`src/rtl/bit_count_unit.sv`:
```
// Multicycle bit-counting unit: population count, leading-zero and trailing-zero
// count, scanning the operand one CHUNK_WIDTH slice per enabled cycle.
module bit_count_unit #(
    parameter  int DATA_WIDTH  = 32,
    parameter  int CHUNK_WIDTH = 4,
    localparam int RES_W       = $clog2(DATA_WIDTH) + 1
) (
    input  logic                  clk_i,
    input  logic                  rst_i,
    input  logic                  clk_en_i,
    input  logic [DATA_WIDTH-1:0] operand_i,
    input  logic [1:0]            mode_i,
    input  logic                  data_valid_i,
    output logic                  data_valid_o,
    output logic                  idle_o,
    output logic [RES_W-1:0]      result_o
);

    localparam int N_CHUNKS = DATA_WIDTH / CHUNK_WIDTH;
    localparam int CNT_W    = (N_CHUNKS > 1) ? $clog2(N_CHUNKS) : 1;

    localparam logic [1:0] MODE_CLZ = 2'b01;
    localparam logic [1:0] MODE_CTZ = 2'b10;

    typedef enum logic {
        S_IDLE,
        S_COUNT
    } state_t;

    state_t                  state_q,  state_d;
    logic [DATA_WIDTH-1:0]   shreg_q,  shreg_d;
    logic [1:0]              mode_q,   mode_d;
    logic [RES_W-1:0]        acc_q,    acc_d;
    logic [CNT_W-1:0]        cnt_q,    cnt_d;
    logic [RES_W-1:0]        result_q, result_d;
    logic                    valid_q,  valid_d;

    logic [CHUNK_WIDTH-1:0]  low_chunk;
    logic [CHUNK_WIDTH-1:0]  high_chunk;
    logic [RES_W-1:0]        sum;
    logic                    last_chunk;
    logic                    done;

    function automatic logic [RES_W-1:0] chunk_pop(input logic [CHUNK_WIDTH-1:0] c);
        logic [RES_W-1:0] n;
        n = '0;
        for (int i = 0; i < CHUNK_WIDTH; i++) begin
            n = n + RES_W'(c[i]);
        end
        return n;
    endfunction

    // Only called on a non-zero chunk; the last match in each loop wins.
    function automatic logic [RES_W-1:0] chunk_tz(input logic [CHUNK_WIDTH-1:0] c);
        logic [RES_W-1:0] n;
        n = '0;
        for (int i = CHUNK_WIDTH - 1; i >= 0; i--) begin
            if (c[i]) n = RES_W'(i);
        end
        return n;
    endfunction

    function automatic logic [RES_W-1:0] chunk_lz(input logic [CHUNK_WIDTH-1:0] c);
        logic [RES_W-1:0] n;
        n = '0;
        for (int i = 0; i < CHUNK_WIDTH; i++) begin
            if (c[i]) n = RES_W'(CHUNK_WIDTH - 1 - i);
        end
        return n;
    endfunction

    assign low_chunk  = shreg_q[CHUNK_WIDTH-1:0];
    assign high_chunk = shreg_q[DATA_WIDTH-1 -: CHUNK_WIDTH];
    assign last_chunk = (cnt_q == CNT_W'(N_CHUNKS - 1));

    always_comb begin
        state_d  = state_q;
        shreg_d  = shreg_q;
        mode_d   = mode_q;
        acc_d    = acc_q;
        cnt_d    = cnt_q;
        result_d = result_q;
        valid_d  = 1'b0;
        sum      = acc_q;
        done     = 1'b0;

        case (state_q)
            S_IDLE: begin
                if (data_valid_i) begin
                    shreg_d = operand_i;
                    mode_d  = mode_i;
                    acc_d   = '0;
                    cnt_d   = '0;
                    state_d = S_COUNT;
                end
            end
            default: begin
                cnt_d = cnt_q + CNT_W'(1);
                if (mode_q == MODE_CLZ) begin
                    if (high_chunk == '0) begin
                        sum     = acc_q + RES_W'(CHUNK_WIDTH);
                        shreg_d = shreg_q << CHUNK_WIDTH;
                        done    = last_chunk;
                    end else begin
                        sum  = acc_q + chunk_lz(high_chunk);
                        done = 1'b1;
                    end
                end else if (mode_q == MODE_CTZ) begin
                    if (low_chunk == '0) begin
                        sum     = acc_q + RES_W'(CHUNK_WIDTH);
                        shreg_d = shreg_q >> CHUNK_WIDTH;
                        done    = last_chunk;
                    end else begin
                        sum  = acc_q + chunk_tz(low_chunk);
                        done = 1'b1;
                    end
                end else begin
                    // Reserved mode 2'b11 falls through to population count.
                    sum     = acc_q + chunk_pop(low_chunk);
                    shreg_d = shreg_q >> CHUNK_WIDTH;
                    done    = last_chunk;
                end
                acc_d = sum;
                if (done) begin
                    result_d = sum;
                    valid_d  = 1'b1;
                    state_d  = S_IDLE;
                end
            end
        endcase
    end

    always_ff @(posedge clk_i) begin
        if (rst_i) begin
            state_q  <= S_IDLE;
            shreg_q  <= '0;
            mode_q   <= '0;
            acc_q    <= '0;
            cnt_q    <= '0;
            result_q <= '0;
            valid_q  <= 1'b0;
        end else if (clk_en_i) begin
            state_q  <= state_d;
            shreg_q  <= shreg_d;
            mode_q   <= mode_d;
            acc_q    <= acc_d;
            cnt_q    <= cnt_d;
            result_q <= result_d;
            valid_q  <= valid_d;
        end
    end

    assign idle_o       = (state_q == S_IDLE);
    assign data_valid_o = valid_q;
    assign result_o     = result_q;

endmodule

```
`config.mk`:
```
export PLATFORM = sky130hd
export DESIGN_NAME = bit_count_unit
export DESIGN_NICKNAME = d
export VERILOG_FILES = /design/src/rtl/bit_count_unit.sv
export SDC_FILE = /design/constraint.sdc
export NUM_CORES = 1
export LEC_CHECK = 0
export ABC_AREA = 0
export ABC_CLOCK_PERIOD_IN_PS = 5700
export CORE_MARGIN = 2
export CORE_UTILIZATION = 58
export CTS_CLUSTER_DIAMETER = 200
export DETAILED_ROUTE_END_ITERATION = 12
export GPL_ROUTABILITY_DRIVEN = 1
export MAX_ROUTING_LAYER = met4
export PLACE_DENSITY = 0.85
export SLEW_MARGIN = 20
export SYNTH_ARGS = -nofsm -noshare
export SYNTH_HDL_FRONTEND = slang
export SYNTH_SLANG_ARGS = --single-unit
```
`constraint.sdc`:
```
create_clock -name clk_i -period 5.7 [get_ports clk_i]
set_input_delay 1.14 -clock clk_i [delete_from_list [all_inputs] [get_ports clk_i]]
set_output_delay 1.14 -clock clk_i [all_outputs]
set_load 0.02 [all_outputs]
```
**Word level (Yosys, flattened, before mapping)**

Index checks and enable logic that the tools add are counted.

- Add/subtract/negate cells: 8
- Eq/ne operators: 5
- Mux-type cells: 39
- Bitwise operators: 1
- Reductions and logical operators: 7

Operators with widths:

| cell | number |
|---|---|
| two-way mux 32 bit | 6 |
| two-way mux 6 bit | 19 |
| adder 6 bit | 2 |
| two-way mux 1 bit | 10 |
| logical NOT 4 bit | 2 |
| adder 6 x 3 -> 6 bit, second input constant | 1 |
| adder 6 x 4 -> 6 bit | 1 |
| two-way mux 3 bit | 2 |
| AND reduction 3 bit | 2 |
| adder 3 x 1 -> 4 bit | 1 |
| two-way mux 2 bit | 2 |
| != test 4 x 3 -> 1 bit, second input constant | 1 |
| AND reduction 4 bit | 1 |
| adder 2 x 1 -> 3 bit | 1 |
| adder 3 x 1 -> 3 bit, second input constant | 1 |
| == test 3 bit, second input constant | 1 |
| != test 3 x 2 -> 1 bit, second input constant | 1 |
| adder 1 x 1 -> 2 bit | 1 |
| == test 2 x 1 -> 1 bit, second input constant | 1 |
| == test 2 bit, second input constant | 1 |
| AND reduction 2 bit | 1 |
| nonzero test 2 bit | 1 |
| inverter 1 bit | 1 |

- Flip-flop bits (word level): 51
- Output and inout bits: 8
- Logic and storage cells: 67

**Depth between registers and ports, before layout**

Gate-level depths: netlist (run 1).

- Depth after elaboration: 13
- Gate-level depth with buffers: 10
- Gate-level depth less buffers: 10

**Worst setup path before layout (run 1)**

No wires, ideal clock.

- Kind: reg2reg
- From: register shreg_q[0]
- To: register acc_q[1]
- Setup time: 0.117 ns
- Data arrival time: 2.408 ns
- Required time: 5.583 ns
- Slack: 3.175 ns
- Stages on the path, launching flop included: 11
- Buffers on the path: 0
- Period minus slack after synthesis: 2.525 ns
- Cells stage by stage: dfxtp_1 > fa_1 > inv_1 > fa_1 > inv_1 > fa_1 > nor2_1 > o21ai_0 > a221oi_1 > a31oi_1 > a32o_1

- Word-level cells in the longest chain between the ends: 10

Ends and longest elaborated chain:

| element | line | source |
|---|---|---|
| from (decl) | 31 | `logic [DATA_WIDTH-1:0] shreg_q, shreg_d;` |
| from (signal assigned) | 144 | `shreg_q <= shreg_d;` |
| parallel branches: the longest is 7 deep, another holds adder 6 x 4 -> 6 bit | - |  |
| two-way mux 6 bit (*) | 108 | `end else if (mode_q == MODE_CTZ) begin` |
| two-way mux 6 bit (*) | 99 | `if (mode_q == MODE_CLZ) begin` |
| two-way mux 6 bit (*) | 87 | `case (state_q)` |
| to (signal assigned) | 138 | `acc_q <= '0;` |
| to (signal assigned) | 146 | `acc_q <= acc_d;` |
| to (decl) | 33 | `logic [RES_W-1:0] acc_q, acc_d;` |

Every way passes the cells marked *. The select of a mux whose other input is x is not followed.
A chain may end at the register's enable or synchronous reset.

**Final worst setup path (run 1)**

- From: register state_q
- To: output idle_o

- Word-level cells in the longest chain between the ends: 1

Ends and longest elaborated chain:

| element | line | source |
|---|---|---|
| from (decl) | 30 | `state_t state_q, state_d;` |
| from (signal assigned) | 143 | `state_q <= state_d;` |
| inverter 1 bit | - |  |
| to (decl) | 15 | `output logic idle_o,` |

No other way between the ends.

==> flow_metrics.env, run 1 <==
export IMPL_status="completed"
export IMPL_post_cts_buffers=0
export IMPL_final_hold_viol_count=0
export IMPL_grt_max_degree=66
export IMPL_wl_per_cell_um=15.60
export IMPL_fin_nets=476
export IMPL_setup_tns_ns=0
export IMPL_antenna_cells=0
export IMPL_core_rowCount=26
export IMPL_h_tree_depth=2
export IMPL_layout_drive_gt1_share=0.04717
export IMPL_layout_cells_non_filler=494
export IMPL_synth_warnings=0
export IMPL_syn_instance_count=394
export IMPL_synth_nets=446
export IMPL_groute_usage_overall=0.2723
export IMPL_final_cell_area_um2=3598
export IMPL_synthSimpleGateAreaFrac=0.2384
export IMPL_synthFlopType="dfxtp_1"
export IMPL_die_h_um=76.39
export IMPL_start_util=0.5989
export IMPL_crit_type="reg2out"
export IMPL_maxSlewHeadroom=0.4310
export IMPL_root_buffer="clkbuf_8"
export IMPL_cp_start_kind="register"
export IMPL_dp_slack_ns=2.327
export IMPL_busiest_layer="met2"
export IMPL_cts_clk_slew_worst_paths_ns=0.09
export IMPL_grtUsageMet3=0.04621
export IMPL_placed_cells=487
export IMPL_layout_common_cells="nor2_1 (73), nand2_1 (61), dfxtp_1 (50), clkdlybuf4s50_1 (45), a31oi_1 (28)"
export IMPL_viasPerCell=6.103
export IMPL_yosys_area_share_adder=0.07328
export IMPL_regArea_um2=1022
export IMPL_drc=0
export IMPL_clock_skew_final_ns=0.007613
export IMPL_worst_pin_slew_ns=0.8429
export IMPL_hpwl_um=5371
export IMPL_yosysTopAreaCell="dfxtp_1"
export IMPL_core_area_um2=5075
export IMPL_drv_slew=0
export IMPL_yosys_cell_types_count=50
export IMPL_synth_seq_area_share=0.3359
export IMPL_cp_required_ns=4.56
export IMPL_synth_edff_count=0
export IMPL_fillerInstances=445
export IMPL_cts_sinks=51
export IMPL_synth_area_per_cell_um2=7.714
export IMPL_final_common_cell="nor2_1"
export IMPL_synth_xor_area_share=0.005764
export IMPL_post_route_period_util=0.5855
export IMPL_p_leak_nw=1.389
export IMPL_cts_buffer_depth=2
export IMPL_rsz0062_at_grt="false"
export IMPL_critPathCaptureType="primary output"
export IMPL_powerDensity_nw_per_um2=222.0
export IMPL_synth_compound_area_frac=0.2083
export IMPL_multi_input_area_um2=1868
export IMPL_drtIter0Drc=323
export IMPL_yosysTopAreaCellShare=0.3359
export IMPL_insertion_delay_ns=0.31
export IMPL_setup_violations=0
export IMPL_ios=46
export IMPL_ant_nets=0
export IMPL_fmax_ghz=0.2997
export IMPL_setup_ws_ns=2.363
export IMPL_antenna_found_initial=0
export IMPL_synth_area_leaders="dfxtp_1 (34%), nor2_1 (9.0%), mux2i_1 (8.6%), nand2_1 (7.5%), a31oi_1 (5.8%)"
export IMPL_grt_overflow=0
export IMPL_cp_max_fo=65
export IMPL_grt_pass1_wl_um=12740
export IMPL_synth_async_reset_ratio=0
export IMPL_die_width_um=76.39
export IMPL_port_buffer_count=45
export IMPL_synth_top_family_by_area="simple AND/OR/NAND/NOR gates"
export IMPL_cap_viol_max_count=0
export IMPL_area_growth_pct=18.40
export IMPL_syn_cell_area_um2=3039
export IMPL_routed_wl_um=7706
export IMPL_crit_arrival_ns=2.20
export IMPL_ir_drop_mv=0.1771
export IMPL_ys_seq_elements=51
export IMPL_met1_usage=0.3509
export IMPL_vias=3015
export IMPL_cts_hold_buf=0
export IMPL_die_area_um2=5835
export IMPL_firstDrtPassIters=5
export IMPL_fin_crit_ns=3.337
export IMPL_cts_resized_gates=0
export IMPL_cts_tree="yes"
export IMPL_dpl_cell_area_um2=3511
export IMPL_grt_pass1_vias=2883
export IMPL_gr_usage_met2=0.4327
export IMPL_cts_made_buffers=5
export IMPL_place_gp_congestion=0.8967
export IMPL_hold_path_class="reg2reg"
export IMPL_synth_mux_area_frac=0.08563
[synthesized netlist by cell type (all sizes together) (2+ instances only)]
cell type and number:
a211oi 9, a21boi 2, a21oi 16, a221oi 2
a22o 2, a22oi 3, a31oi 29, a32o 2
a32oi 2, and3 9, buf 6, clkbuf 21
dfxtp 51, fa 5, ha 9, inv 12
mux2i 26, nand2 61, nand2b 3, nand3 5
nor2 73, nor2b 4, nor3 7, o21a 2
o21ai 11, o221ai 2, o31ai 2
[sequential cells by signal (all words and copies together) (netlist names)]
signal	count
mode_q	2
state_q	1
acc_q	6
result_o	6
shreg_q	32
cnt_q	3
data_valid_o	1
[through the flow]
step                      hold WS (ns)  utilization  total power, mW
after floorplan                 0.4447            -           0.5283
after global placement          0.4373       0.6918           0.5824
after detailed placement        0.4457       0.6918           0.5905
after CTS                       0.4662       0.7091           0.7968
after global routing            0.5138       0.7091           0.8365
final                           0.4614       0.7091           0.7990
[metal layers]
metal / up-vias / share of wire
met2: 124 / 0.48
met5: - / 0
met3: 20 / 0.056
li1: 1447 / -
met4: 0 / 0.020
met1: 1424 / 0.44
[final cells by class]
| type | count | share of cell area |
|---|---|---|
| well taps | 70 | 0.02434 |
| clock buffers | 6 | 0.02295 |
| multi-input cells | 304 | 0.5191 |
| flip-flops and latches | 51 | 0.2841 |
| repair buffers | 50 | 0.1356 |
| clock inverters | 1 | 0.001391 |
| inverters | 12 | 0.01252 |
[where the power goes]
| group | internal, mW | switching, mW | leakage, nW | total [mW] |
|---|---|---|---|---|
| logic | 0.0846 | 0.105 | 0.925 | 0.189 |
| registers | 0.376 | 0.0220 | 0.416 | 0.398 |
| clock network | 0.0955 | 0.117 | 0.0470 | 0.212 |
| total | 0.556 | 0.243 | 1.39 | 0.799 |
[final timing paths]
check | endpoint | from | cells past startpoint | slack [ns]
setup reg to reg | shreg_q[4]$_SDFFE_PP0P_ | shreg_q[1]$_SDFFE_PP0P_ | 8 | 2.80
hold / removal | result_o[4]$_SDFFE_PP0P_ | result_o[4]$_SDFFE_PP0P_ | 2 | 0.46
hold reg to reg | result_o[4]$_SDFFE_PP0P_ | result_o[4]$_SDFFE_PP0P_ | 2 | 0.46
setup / recovery | idle_o | state_q$_SDFFE_PP0P_ | 3 | 2.36
[logic make-up after synthesis]
group / after synthesis
AO/OA/AOI/OAI: 92
XOR/XNOR: 2
multiplexers: 26
AND/OR/NAND/NOR: 169
flip-flops: 51
adder cells (fa/ha/maj): 15
buffers and inverters: 39
[worst max-delay path, cell delays in order, from the launching register on]
cell and delay, ns:
dfxtp_2 0.32, buf_4 0.48, inv_1 0.42, clkdlybuf4s50_1 0.64
Note: power is estimated with default switching activity, not from simulation.
==> inputs of run 2 (changes only) <==
- ABC_CLOCK_PERIOD_IN_PS: 5700 -> 2700
- CORE_UTILIZATION: 58 -> 49
- PLACE_DENSITY: 0.85 -> 0.76
- clock period: 5.7 -> 2.7 ns (I/O delays scaled with it)
==> run 2 against run 1 <==
Net effect:
- wire length down 3.0%
- critical endpoint is now acc_q[1]$_SDFFE_PP0P_
- cell count grew 2.8%
- core utilization down 8.5 points
- critical path type is now reg2reg
==> flow_metrics.env, run 2 (synthesis gave the netlist of run 1 again) <==
export IMPL_cp_max_fo=2
export IMPL_die_width_um=82.76
export IMPL_fillerInstances=548
export IMPL_area_growth_pct=22.35
export IMPL_r2r_slack_ns=0.16
export IMPL_reg2reg_depth=10
export IMPL_fin_total_pwr_mw=1.805
export IMPL_insertion_delay_ns=0.31
export IMPL_p_comb_frac=0.234
export IMPL_crit_family="adder cells"
export IMPL_setup_violations=0
export IMPL_crit_slowest_cell="fa_1"
export IMPL_antenna_cells=0
export IMPL_switching_share=0.2960
export IMPL_r2r_start="shreg_q[0]$_SDFFE_PP0P_"
export IMPL_status="completed"
export IMPL_place_gp_congestion=0.8770
export IMPL_routed_wl_um=7476
export IMPL_internal_power_mw=1.270
export IMPL_switchingPower_mw=0.5342
export IMPL_port_buffer_count=45
export IMPL_r2r_end="acc_q[1]$_SDFFE_PP0P_"
export IMPL_pwr_share_clk=0.303
export IMPL_cts_made_buffers=5
export IMPL_drc=0
export IMPL_core_rowCount=28
export IMPL_drtIter0Drc=191
export IMPL_hpwl_um=5319
export IMPL_viasPerCell=5.719
export IMPL_fin_crit_ns=2.538
export IMPL_powerDensity_nw_per_um2=485.3
export IMPL_crit_arrival_ns=2.75
export IMPL_worst_pin_slew_ns=0.8109
export IMPL_setup_tns_ns=0
export IMPL_min_path_cells=2
export IMPL_wl_per_cell_um=14.72
export IMPL_fin_nets=484
export IMPL_start_util=0.5103
export IMPL_layout_drive_gt1_share=0.08083
export IMPL_slowest_delay_ns=0.52
export IMPL_drv_slew=0
export IMPL_grt_max_degree=41
export IMPL_fmax_ghz=0.3940
export IMPL_crit_type="reg2reg"
export IMPL_cts_sinks=51
export IMPL_placed_cells=500
export IMPL_grt_pass1_vias=2825
export IMPL_rsz0062_at_grt="false"
export IMPL_cts_tree="yes"
export IMPL_post_route_period_util=0.9400
export IMPL_layout_cells_non_filler=508
export IMPL_cpMostUsedCell="fa_1"
export IMPL_cp_required_ns=2.91
export IMPL_ant_nets=0
export IMPL_critPathCaptureType="register"
export IMPL_firstDrtPassIters=4
export IMPL_cts_buffer_depth=2
export IMPL_whs_endpoint="result_o[4]$_SDFFE_PP0P_"
export IMPL_cp_cell_sequence="fa_1, inv_1, fa_2, inv_2, fa_1, nor2_2, o21ai_2, a221oi_2, a31oi_1, a32o_1"
export IMPL_grt_pass1_wl_um=12690
export IMPL_p_leak_nw=1.447
export IMPL_cap_viol_max_count=0
export IMPL_hold_path_class="reg2reg"
export IMPL_cp_start_kind="register"
export IMPL_maxSlewHeadroom=0.4525
export IMPL_vias=2905
export IMPL_grt_overflow=0
export IMPL_cts_clk_slew_worst_paths_ns=0.10
export IMPL_final_hold_viol_count=0
export IMPL_clock_skew_final_ns=0.01021
export IMPL_die_area_um2=6848
export IMPL_groute_usage_overall=0.2430
export IMPL_registers_top_by_ff_count="shreg_q"
export IMPL_pwr_share_seq=0.463
export IMPL_core_area_um2=5956
export IMPL_final_common_cell="nor2_1"
export IMPL_hold_ws_ns=0.4685
export IMPL_worstHoldStart="result_o[4]$_SDFFE_PP0P_"
export IMPL_ios=46
export IMPL_die_h_um=82.76
export IMPL_antenna_found_initial=0
export IMPL_root_buffer="clkbuf_8"
export IMPL_layout_common_cells="nor2_1 (72), nand2_1 (61), dfxtp_1 (49), clkdlybuf4s50_1 (45), a31oi_1 (28)"
export IMPL_cts_hold_buf=0
export IMPL_h_tree_depth=2
export IMPL_largest_reg_flops=32
export IMPL_ir_drop_mv=0.2969
export IMPL_path_buf_inv=2
-- run 2: per-stage QoR --
| stage | instance area, um2 | setup slack, ns | utilization |
|---|---|---|---|
| 2_1_floorplan | 3039 | 0.1751 | - |
| 3_3_place_gp | 3590 | 0.1191 | 0.6027 |
| 3_5_place_dp | 3590 | 0.04969 | 0.6027 |
| 4_1_cts | 3702 | 0.04172 | 0.6216 |
| 5_1_grt | 3719 | 0.01593 | 0.6244 |
| 6_report | 3719 | 0.1621 | 0.6244 |
-- run 2: repair_timing --
item | CTS | global route
gates resized for setup | 0 | 7
setup buffers | 0 | 0
setup endpoints to repair | 0 | 2
-- run 2: worst max path at each step --
stage / startpoint / to / slack (ns) / cells after the start
floorplan: shreg_q[0]$_SDFFE_PP0P_ / acc_q[1]$_SDFFE_PP0P_ / 0.18 / 10
global placement: shreg_q[0]$_SDFFE_PP0P_ / acc_q[1]$_SDFFE_PP0P_ / 0.12 / 10
detailed placement: shreg_q[0]$_SDFFE_PP0P_ / acc_q[1]$_SDFFE_PP0P_ / 0.05 / 10
CTS: shreg_q[0]$_SDFFE_PP0P_ / acc_q[1]$_SDFFE_PP0P_ / 0.04 / 10
global route: shreg_q[0]$_SDFFE_PP0P_ / acc_q[1]$_SDFFE_PP0P_ / 0.02 / 10
finish: shreg_q[0]$_SDFFE_PP0P_ / acc_q[1]$_SDFFE_PP0P_ / 0.16 / 10
-- run 2: metal layers --
layer,routed length [um],global-route usage,up-vias
li1,-,-,1467
met3,254,0.03261,11
met5,0,-,-
met4,101,0.05738,0
met1,3469,0.3038,1366
met2,3652,0.4177,61
-- run 2: area by class of cell --
class                      instances  area (um2)  area share
clock buffer                       5       68.82     0.01851
clock inverter                     3       43.79     0.01178
inverter                          12       45.04     0.01211
multi-input combinational        304        1883      0.5064
sequential                        51        1023      0.2752
tap                               75       93.84     0.02524
timing repair buffer              58       560.5      0.1507
-- run 2: power groups by stage --
stage | Sequential [mW] | Clock (mW) | Combinational, mW
after global placement | 0.851 | 0 | 0.404
after global routing | 0.843 | 0.572 | 0.471
after floorplan | 0.841 | 0 | 0.274
after CTS | 0.835 | 0.549 | 0.415
after detailed placement | 0.853 | 0 | 0.412
final | 0.836 | 0.546 | 0.422
-- run 2: tightest hold or removal path, cell delays in order, from the launching register on --
cell,delay [ns]
dfxtp_1,0.32
nand2_1,0.05
nand3_1,0.05
==> inputs of run 3 (changes only) <==
--- a/config.mk
+++ b/config.mk
@@ -13,4 +13,5 @@
 export DETAILED_ROUTE_END_ITERATION = 12
 export GPL_ROUTABILITY_DRIVEN = 1
+export HOLD_SLACK_MARGIN = 0.06
 export MAX_ROUTING_LAYER = met4
 export PLACE_DENSITY = 0.76
==> constraint.sdc (replaced) <==
create_clock -name clk_i -period 2.7 [get_ports clk_i]
set_input_delay 0.54 -clock clk_i [delete_from_list [all_inputs] [get_ports clk_i]]
set_output_delay 0.54 -clock clk_i [all_outputs]
set_load 0.05 [all_outputs]
==> run 3 against run 2 <==
Net effect:
- sequential power hardly changed
- combinational power is 1% lower
- sequential cell count stayed put
- non-clock buffer count is 1 lower
- clock power is 20% lower
- register-to-register slack hardly changed
- core utilization is 0.71 points lower
- largest power group unchanged
- highest routed layer unchanged
==> flow_metrics.env, run 3 (synthesis gave the netlist of run 1 again) <==
export IMPL_fin_crit_ns=2.548
export IMPL_core_rowCount=28
export IMPL_maxSlewHeadroom=0.4325
export IMPL_post_route_period_util=0.9436
export IMPL_area_growth_pct=20.96
export IMPL_cts_sinks=51
export IMPL_antenna_found_initial=0
export IMPL_port_buffer_count=45
export IMPL_ant_nets=0
export IMPL_grt_overflow=0
export IMPL_cap_viol_max_count=0
export IMPL_critPathCaptureType="register"
export IMPL_hold_path_class="reg2reg"
export IMPL_rsz0062_at_grt="false"
export IMPL_core_area_um2=5956
export IMPL_fin_nets=483
export IMPL_antenna_cells=0
export IMPL_h_tree_depth=2
export IMPL_final_common_cell="nor2_1"
export IMPL_grt_max_degree=41
export IMPL_die_area_um2=6848
export IMPL_drtIter0Drc=169
export IMPL_insertion_delay_ns=0.29
export IMPL_cts_tree="yes"
export IMPL_groute_usage_overall=0.2313
export IMPL_largest_reg_flops=32
export IMPL_drc=0
export IMPL_cts_made_buffers=5
export IMPL_ir_drop_mv=0.3086
export IMPL_grt_pass1_wl_um=12060
export IMPL_final_hold_viol_count=0
export IMPL_layout_drive_gt1_share=0.06961
export IMPL_crit_slowest_cell="fa_1"
export IMPL_root_buffer="clkbuf_8"
export IMPL_status="completed"
export IMPL_routed_wl_um=7224
export IMPL_slowest_delay_ns=0.53
export IMPL_die_h_um=82.76
export IMPL_layout_common_cells="nor2_1 (73), nand2_1 (61), dfxtp_1 (50), clkdlybuf4s50_1 (44), a31oi_1 (28)"
export IMPL_viasPerCell=5.684
export IMPL_fmax_ghz=0.3925
export IMPL_final_core_util=0.6172
export IMPL_start_util=0.5103
export IMPL_cp_cell_sequence="fa_1, inv_1, fa_2, inv_1, fa_1, nor2_1, o21ai_0, a221oi_2, a31oi_1, a32o_1"
export IMPL_registers_top_by_ff_count="shreg_q"
export IMPL_cp_max_fo=2
export IMPL_setup_tns_ns=0
export IMPL_vias=2876
export IMPL_wl_per_cell_um=14.28
export IMPL_drv_slew=0
export IMPL_p_leak_nw=1.431
export IMPL_cp_required_ns=2.89
export IMPL_setup_violations=0
export IMPL_cts_clk_slew_worst_paths_ns=0.09
export IMPL_firstDrtPassIters=4
export IMPL_hpwl_um=5361
export IMPL_cp_start_kind="register"
export IMPL_grt_pass1_vias=2657
export IMPL_place_gp_congestion=0.8993
export IMPL_worst_pin_slew_ns=0.8405
export IMPL_crit_type="reg2reg"
export IMPL_die_width_um=82.76
export IMPL_powerDensity_nw_per_um2=459.1
export IMPL_cts_buffer_depth=2
export IMPL_clock_skew_final_ns=0.005548
export IMPL_crit_arrival_ns=2.74
export IMPL_ios=46
[run 3: cell types whose count changed in the layout (fill, tap and decap cells not counted), sizes merged]
| cell | delta |
|---|---|
| bufinv | -1 |
| clkbuf | +1 |
| clkdlybuf4s50 | -1 |
| clkinv | -1 |
[run 3: power breakdown]
part | internal (mW) | switching [mW]
registers | 0.793 | 0.0422
logic | 0.196 | 0.220
clock network | 0.202 | 0.235
[run 3: layout make-up]
class | instances | area [um2]
Fill cell | 534 | 2280
Multi-Input combinational cell | 304 | 1877
Sequential cell | 51 | 1022
Timing Repair Buffer | 57 | 550.5
Tap cell | 75 | 93.84
Clock buffer | 6 | 82.58
Inverter | 12 | 45.04
Clock inverter | 1 | 5.005
[run 3: worst max-delay path: cells and delay by family, from the launching register on]
kind | cells | cell delay [ns]
AOI/OAI and AO/OA | 4 | 0.61
adders and majority gates | 3 | 1.28
buffers and inverters | 2 | 0.12
DFF | 1 | 0.33
and+or+nand+nor | 1 | 0.09
[run 3: through the flow]
stage / setup slack (ns) / total power [mW] / cells / hold WS, ns / area, um2
final: 0.1522 / 1.688 / 506 / 0.4591 / 3676
after global routing: 0.01007 / 1.781 / 506 / 0.4951 / 3676
after CTS: 0.07408 / 1.696 / 506 / 0.4635 / 3667
after detailed placement: 0.08051 / 1.266 / 499 / 0.4428 / 3580
after global placement: 0.1191 / 1.255 / 499 / 0.4382 / 3580
after floorplan: 0.1751 / 1.118 / 394 / 0.4447 / 3039
[run 3: repair_timing]
item	4_1_cts	5_1_grt
buffers inserted	0	0
hold endpoints to repair	0	0
hold buffers	0	0
setup endpoints to repair	0	2
gates resized for setup	0	2
[run 3: final timing paths]
check                                 from                       end  slack [ns]  depth (start not counted)
hold / removal    result_o[2]$_SDFFE_PP0P_  result_o[2]$_SDFFE_PP0P_        0.46                          2
hold reg to reg   result_o[2]$_SDFFE_PP0P_  result_o[2]$_SDFFE_PP0P_        0.46                          2
setup reg to reg   shreg_q[0]$_SDFFE_PP0P_     acc_q[1]$_SDFFE_PP0P_        0.15                         10
setup / recovery   shreg_q[0]$_SDFFE_PP0P_     acc_q[1]$_SDFFE_PP0P_        0.15                         10
[run 3: routing by layer]
layer	part of all wire	track usage	up-vias
li1	-	-	1456
met5	0	-	-
met3	0.026	0.03152	8
met2	0.48	0.3903	54
met4	0.0086	0.04754	0
met1	0.48	0.2976	1358
